File: src/rtl/dwt_haar_multilevel_ctrl.sv
// Multi-level 1-D Haar DWT sequencer around an external combinational pair core.
// Optional build macro DWT_ML_ABORT_EN adds an abort input that returns the FSM to IDLE.
module dwt_haar_multilevel_ctrl #(
  parameter int N      = 8,
  parameter int LEVELS = 3
) (
  input  logic                         clk,
  input  logic                         rst,
  input  logic                         start,
  input  logic [N*16-1:0]              array_in,
  output logic [15:0]                  core_x0,
  output logic [15:0]                  core_x1,
  input  logic [15:0]                  core_cA,
  input  logic [15:0]                  core_cD,
  output logic [N*16-1:0]              coeff_out,
  output logic [$clog2(LEVELS+1)-1:0]  level,
  output logic                         busy,
  output logic                         done
`ifdef DWT_ML_ABORT_EN
  ,
  input  logic                         abort
`endif
);

  localparam int KW  = $clog2(N);
  localparam int LW  = KW + 1;
  localparam int LVW = $clog2(LEVELS + 1);
  localparam int NF  = N >> LEVELS;

  typedef enum logic [2:0] {
    S_IDLE,
    S_LOAD,
    S_ISSUE,
    S_CAPTURE,
    S_NEXT_LVL,
    S_FINISH
  } state_t;

  state_t               r_state;
  state_t               w_next_state;
  logic [15:0]          r_buf [N];
  logic [LW-1:0]        r_len;
  logic [KW-1:0]        r_k;
  logic [LVW-1:0]       r_level;
  logic [15:0]          r_x0;
  logic [15:0]          r_x1;
  logic [N*16-1:0]      r_coeff;

  logic [LW-1:0]        w_half;
  logic [LW-1:0]        w_half_m1;
  logic [LW-1:0]        w_slot;
  logic [KW+3:0]        w_slot_lsb;
  logic [KW-1:0]        w_even;
  logic [KW-1:0]        w_odd;
  logic                 w_last;
  logic                 w_last_level;
  logic                 w_abort;
  logic                 w_busy;
  logic                 w_done;

`ifdef DWT_ML_ABORT_EN
  assign w_abort = abort && (r_state != S_IDLE);
`else
  assign w_abort = 1'b0;
`endif

  // Pair k reads buf[2k], buf[2k+1]; its detail lands in slot len/2 + k.
  assign w_half       = r_len >> 1;
  assign w_half_m1    = w_half - LW'(1);
  assign w_last       = (LW'(r_k) == w_half_m1);
  assign w_last_level = (r_level == LVW'(LEVELS));
  assign w_slot       = w_half + LW'(r_k);
  assign w_slot_lsb   = {w_slot[KW-1:0], 4'b0000};
  assign w_even       = KW'({r_k, 1'b0});
  assign w_odd        = w_even + KW'(1);

  // NOTE: sequential state is written with <= only, so every flop samples pre-edge values.
  always_ff @(posedge clk) begin
    if (rst) r_state <= S_IDLE;
    else     r_state <= w_next_state;
  end

  // NOTE: every output of this block gets a default first, so no path infers a latch.
  always_comb begin
    w_next_state = r_state;
    w_busy       = (r_state != S_IDLE);
    w_done       = 1'b0;
    case (r_state)
      S_IDLE:     if (start) w_next_state = S_LOAD;
      S_LOAD:     w_next_state = S_ISSUE;
      S_ISSUE:    w_next_state = S_CAPTURE;
      S_CAPTURE:  w_next_state = w_last ? S_NEXT_LVL : S_ISSUE;
      S_NEXT_LVL: w_next_state = w_last_level ? S_FINISH : S_ISSUE;
      S_FINISH: begin
        w_done       = 1'b1;
        w_next_state = S_IDLE;
      end
      default:    w_next_state = S_IDLE;
    endcase
    if (w_abort) begin
      w_next_state = S_IDLE;
      w_done       = 1'b0;
    end
  end

  // NOTE: the sample buffer is cleared on reset as well, so it never holds stale frame data.
  always_ff @(posedge clk) begin
    if (rst) begin
      for (int i = 0; i < N; i++) r_buf[i] <= '0;
      r_len   <= '0;
      r_k     <= '0;
      r_level <= '0;
      r_x0    <= '0;
      r_x1    <= '0;
      r_coeff <= '0;
    end else if (w_abort) begin
      r_level <= '0;
    end else begin
      case (r_state)
        S_IDLE: begin
          if (start) begin
            for (int i = 0; i < N; i++) r_buf[i] <= array_in[i*16 +: 16];
            r_len   <= LW'(N);
            r_level <= LVW'(1);
            r_k     <= '0;
          end
        end
        S_LOAD: r_coeff <= '0;
        S_ISSUE: begin
          r_x0 <= r_buf[w_even];
          r_x1 <= r_buf[w_odd];
        end
        S_CAPTURE: begin
          // In-place cA write is safe: later pairs of this level read indices >= 2k+2.
          r_buf[r_k]                <= core_cA;
          r_coeff[w_slot_lsb +: 16] <= core_cD;
          if (!w_last) r_k <= r_k + KW'(1);
        end
        S_NEXT_LVL: begin
          if (!w_last_level) begin
            r_len   <= r_len >> 1;
            r_level <= r_level + LVW'(1);
            r_k     <= '0;
          end else begin
            for (int i = 0; i < NF; i++) r_coeff[i*16 +: 16] <= r_buf[i];
          end
        end
        S_FINISH: r_level <= '0;
        default: ;
      endcase
    end
  end

  assign core_x0   = r_x0;
  assign core_x1   = r_x1;
  assign coeff_out = r_coeff;
  assign level     = r_level;
  assign busy      = w_busy;
  assign done      = w_done;

endmodule
File: config.mk
export PLATFORM = sky130hd
export DESIGN_NAME = dwt_haar_multilevel_ctrl
export DESIGN_NICKNAME = d
export VERILOG_FILES = /design/src/rtl/dwt_haar_multilevel_ctrl.sv
export SDC_FILE = /design/constraint.sdc
export NUM_CORES = 1
export LEC_CHECK = 0
export CORE_MARGIN = 3
export CORE_UTILIZATION = 53
export CTS_CLUSTER_DIAMETER = 200
export DETAILED_ROUTE_END_ITERATION = 10
export DONT_BUFFER_PORTS = 1
export PLACE_DENSITY_LB_ADDON = 0.2
export SYNTH_ARGS = -nofsm -noshare
export SYNTH_HDL_FRONTEND = slang
export SYNTH_SLANG_ARGS = --single-unit
export TNS_END_PERCENT = 20
File: constraint.sdc
create_clock -name clk -period 10.75 [get_ports clk]
set_clock_uncertainty 0.2 [all_clocks]
set_input_delay 2.15 -clock clk [delete_from_list [all_inputs] [get_ports clk]]
set_output_delay 2.15 -clock clk [all_outputs]
set_load 0.01 [all_outputs]
# [After elaboration in Yosys (flattened, before gate mapping)]
# Memories as Yosys holds them, arrays and structs flattened. A register that Yosys moved wholly into a read port is not among the register bits.
# Index checks and enable logic that the tools add are counted.
# W data, S select, Z words.
[totals] n_memories=1 elab_cells=85 regBits=140 mem_bits_rw=128 output_inout_bits=164 in_bits=163
[classes] bitwise_logic=8 shifts=2 eq_ne=11 muxes=39 addsub=6 reduce_logical=12
[memory_table] name="r_buf" depth=8 width=16 read_ports=3 rd_clocked_by_memory_dff=2 write_ports=8 line="41" text="logic [15:0] r_buf [N];"
[ops] operator="$pmux W112 S2" count=1
[ops] operator="$mux W16" count=10
[ops] operator="$bwmux W128" count=1
[ops] operator="$shift A16 B9 Y128 const A" count=1
[ops] operator="$shiftx A16 B9 Y128" count=1
[ops] operator="$pmux W16 S3" count=1
[ops] operator="$mux W3" count=7
[ops] operator="$reduce_or A16 Y1" count=1
[ops] operator="$pmux W3 S5" count=1
[ops] operator="$reduce_bool A3 Y1" count=4
[ops] operator="$mux W1" count=11
[ops] operator="$neg A7 Y9" count=1
[ops] operator="$pmux W3 S3" count=1
[ops] operator="$mux W4" count=2
[ops] operator="$ne A2 B2 Y1 const B" count=4
[ops] operator="$or A1 B1 Y1" count=8
[ops] operator="$pmux W4 S2" count=1
[ops] operator="$add A3 B1 Y3 const B" count=2
[ops] operator="$eq A3 B2 Y1 const B" count=2
[ops] operator="$eq A3 B3 Y1 const B" count=2
[ops] operator="$pmux W2 S3" count=1
[ops] operator="$reduce_and A3 Y1" count=2
[ops] operator="$eq A3 B4 Y1" count=1
[ops] operator="$mux W2" count=2
[ops] operator="other kinds (9)" count=10

# [Longest topological paths before layout]
[depth] ltp_word=6 mapped_depth=12 mapped_depth_nobuf=9

# [Worst setup path before layout]
# OpenSTA, ideal clock, no wires.
[synth_path] path_type="in2reg" from="in rst" to="mem r_buf[7][0] (enable)" setup_time_ps=411 t_arrival_ps=3790 required_time_ps=10139 cell_stages=4 setup_slack_ps=6349 n_path_buf=1 path_cell_list="clkbuf_1 nor2b_1 nand2_1 o21ai_0"
[synth_lines] element="start: declaration" line="8" text="input logic rst,"
[synth_lines] element="end: declaration" line="41"

# [Worst setup path in the final report]
[layout_path] from="reg r_k[1]" to="reg r_coeff[121] (netlist: coeff_out[121])"
[layout_via] elab_chain_cells=5 elab_cells_between_ends=6 cone_classes="add/sub: 2; shift: 2; mux: 2"
[layout_lines] element="start: declaration" line="43" text="logic [KW-1:0] r_k;"
[layout_lines] element="start signal: assignment" line="137" text="if (!w_last) r_k <= r_k + KW'(1);"
[layout_lines] element="$add A3 B3 Y3 (*)" line="72" text="assign w_slot = w_half + LW'(r_k);"
[layout_lines] element="$neg A7 Y9 (*)" line="136" text="r_coeff[w_slot_lsb +: 16] <= core_cD;"
[layout_lines] element="$shiftx A16 B9 Y128 / $shift A16 B9 Y128 (equally long branches)" line="136"
[layout_lines] element="$bwmux W128 (*)" line="136"
[layout_lines] element="$pmux W112 S2 (*)" line="119" text="case (r_state)"
[layout_lines] element="end signal: indexed assignment" line="136"
[layout_lines] element="end: declaration" line="47" text="logic [N*16-1:0] r_coeff;"
# Mark *: on every way between the ends. The rest lies on a longest branch, timed or not.
# A chain may end at the register's enable or synchronous reset.

==> results.cfg <==
[worst_hold_path]
hp-start = core_x0[2]
holdPathStages = 2
hp-class = flip-flop to flip-flop
hold_end = core_x0[2]

[sta]
fin_crit_sh_pct = 46.75
tightest_slew_ns = 1.143
maxSlewViolCount = 0
whs_ns = 0.2986
rsz0062_at_grt = no
setup-violations-final = 0
fin_crit_ns = 5.026
slew_headroom_pct = 23.78
hold_viol = 0
setup_tns_ns = 0
clock.fmax_mhz = 199.0

[yosys]
ys_ff_latch = 299
yosysTopAreaCellShare_pct = 27.75
ys_seq_area_share_pct = 52.46
ys_warn_count = 0
yosys.area.top_type = edfxtp_1
async_reset_ff_share_pct = 0
syn_area_um2 = 13850
synth_area_per_cell_um2 = 10.68
synth.distinct_cells = 55
synth_edf_count = 128
synth.area.top_cells = edfxtp_1, dfxtp_1, mux2_2
syn_inst = 1297
ys.flop_type = dfxtp_1
syn-num-nets = 1467

[power_and_ir_drop]
power_frac_comb_pct = 6.2
seqPwrFrac_pct = 48.7
power_switching_uw = 592.7
internal_power_uw = 2046
leakagePower_uw = 0.005098
p_per_area_nw_per_um2 = 175.6
vdd.ir_drop.worst_v = 0.0001239
p_sw_share_pct = 22.46
clockPowerShare_pct = 45.2

[layout]
drive_above_1_share_pct = 16.18
area_growth_pct = 8.445
diodes = 0
nFillCells = 2145
finalNetCount = 1388

[detailed_routing]
post-route-drc-count = 0
drt-vias-per-instance = 6.193
drtIter0Drc = 1000
firstDrtPassIters = 5
wire_per_inst_um = 24.42
final_antenna_net_count = 0
drt-total-wl_um = 38390
num_vias = 9735

[worst_setup_path]
rrSetupSlack_ns = 5.72
cp_data_required_time_ns = 11.00
worstSetupPathType = flip-flop to flip-flop
cp-start-kind = flip-flop
reg2reg_to = coeff_out[121]
crit_arrival_ns = 5.27
r2r_start = r_k[1]
reg2reg_depth = 8
end_kind = flip-flop
cp_max_fo = 43

[cts]
clock_path_buffers = 3
clk-insertion-delay-late_ns = 0.52
cts_resized = 0
clockRootBuffer = clkbuf_16
cts_made_buffers = 34
cts_tree = done
ctsHtreeMaxLevel = 2
cts.sink_count = 299
cts.hold.buffers_added = 0
clk_pin_slew_ns = 0.06
post_cts_buffers = 0

[placement]
io_buffers = 0
dp_hpwl_um = 26040
globalplace.congestion = 0.8197

[floorplan]
num_io_pins = 327
start_util_pct = 54.54
die-area_um2 = 28110
die_h_um = 167.7
core_area_um2 = 25400
rows = 58
die_w_um = 167.7

[global_route]
grt_use_met1_pct = 31.76
antenna_found_initial = 0
grt_pass1_wl_um = 58060
top_usage_layer = met2
grt_max_degree = 208
grtUsageMet3_pct = 10.69
overflow = 0
first_global_vias = 9504
grt_usage_pct = 26.43
gr-usage-met2_pct = 44.14

[run]
maxCapViolCount = 0

[run_status]
status = complete, no violations
==> sequential cells by signal (all words and copies together), names as in the netlist <==
signal     cells
r_buf        128
r_k            3
level          2
core_x0       16
coeff_out    128
r_state        3
r_len          3
core_x1       16
==> through the flow <==
step	setup WS [ns]	utilization [%]	std cells	instance area [um2]	power [uW]
finish	5.724	59.15	1572	15020	2639
global route	5.368	59.15	1572	15020	2728
CTS	5.679	59.15	1572	15020	2660
detailed placement	5.689	54.60	1512	13870	1472
global placement	5.802	54.60	1512	13870	1466
floorplan	6.349	-	1297	13850	1438
==> layout make-up <==
type                            count  area [um2]  area share, %
Sequential cell                   299        7269          48.39
Clock inverter                     10       173.9          1.158
Inverter                           39       146.4         0.9744
Timing Repair Buffer               15       112.6         0.7496
Multi-Input combinational cell    829        5926          39.44
Tap cell                          330       412.9          2.748
Clock buffer                       50       982.2          6.538
==> worst max-delay path, stage by stage (launching register included) <==
cell	delay, ns
dfxtp_2	1.08
fa_1	0.31
clkinv_1	0.76
ha_1	0.56
ha_1	0.37
or2_2	0.38
nor4_4	0.78
mux2_2	0.41
nor2_1	0.10
==> routing by layer <==
metal / part of all wire, % / up-vias
met1: 38 / 4717
met3: 12 / 63
li1: - / 4521
met4: 2.7 / 0
met2: 48 / 434
met5: 0 / -
==> synthesized netlist by cell type (all sizes together), types with 2 or more instances <==
cell type and number:
a21oi 103, inv 38, a22o 96, nor4b 3, nand2 203, edfxtp 128, and2 3, nand2b 10
nor2b 19, clkbuf 73, buf 57, nor3 4, nand4 5, dfxtp 171, o211ai 4, and3 3
mux2 81, ha 6, or3 4, and4 16, a31oi 17, a221oi 16, mux4 32, nor4 3
mux2i 3, a2111oi 3, nor2 72, o21ai 33, or4 2, nand3b 68, or2 3, nand3 4
==> power by group through the flow <==
stage          logic [uW]  registers, uW  clock network, uW
2_1_floorplan         148           1290                  0
3_3_place_gp          160           1310                  0
4_1_cts               164           1280               1210
3_5_place_dp          163           1310                  0
5_1_grt               179           1290               1260
6_report              162           1280               1190
==> cells by family (layout without fill, tap and decap cells) <==
family / after synthesis / count (layout) / synth area share [%]
adders and majority gates: 7 / 7 / 0.6864
muxes: 116 / 116 / 12.00
and+or+nand+nor: 426 / 426 / 15.52
buffers and inverters: 169 / 114 / 5.157
xor gates and xnor gates: 3 / 3 / 0.2981
AOI/OAI and AO/OA: 277 / 277 / 13.88
DFF: 299 / 299 / 52.46
==> layout by cell type (no fill, tap or decap), types with 5 or more instances in the layout <==
master	n
inv_1	37
edfxtp_1	128
a21oi_1	102
and4_1	16
dfxtp_1	169
nand2_1	203
mux4_2	32
ha_1	6
clkbuf_8	5
nand4_1	5
nor2_1	71
a221oi_1	16
mux2_2	81
o21ai_0	31
buf_4	15
nand3b_1	67
nor2b_1	19
clkbuf_1	10
nand2b_1	10
a31oi_1	17
clkbuf_16	35
a22o_1	96
==> how the worst max path moves through the flow <==
stage | from | end
final | r_k[1] | coeff_out[121]
after global routing | r_k[1] | coeff_out[122]
after detailed placement | r_k[1] | coeff_out[121]
after global placement | r_k[1] | coeff_out[116]
after floorplan | rst | r_buf[7][0]
after CTS | r_k[1] | coeff_out[121]
No activity file was read; power rests on OpenSTA's default activity.
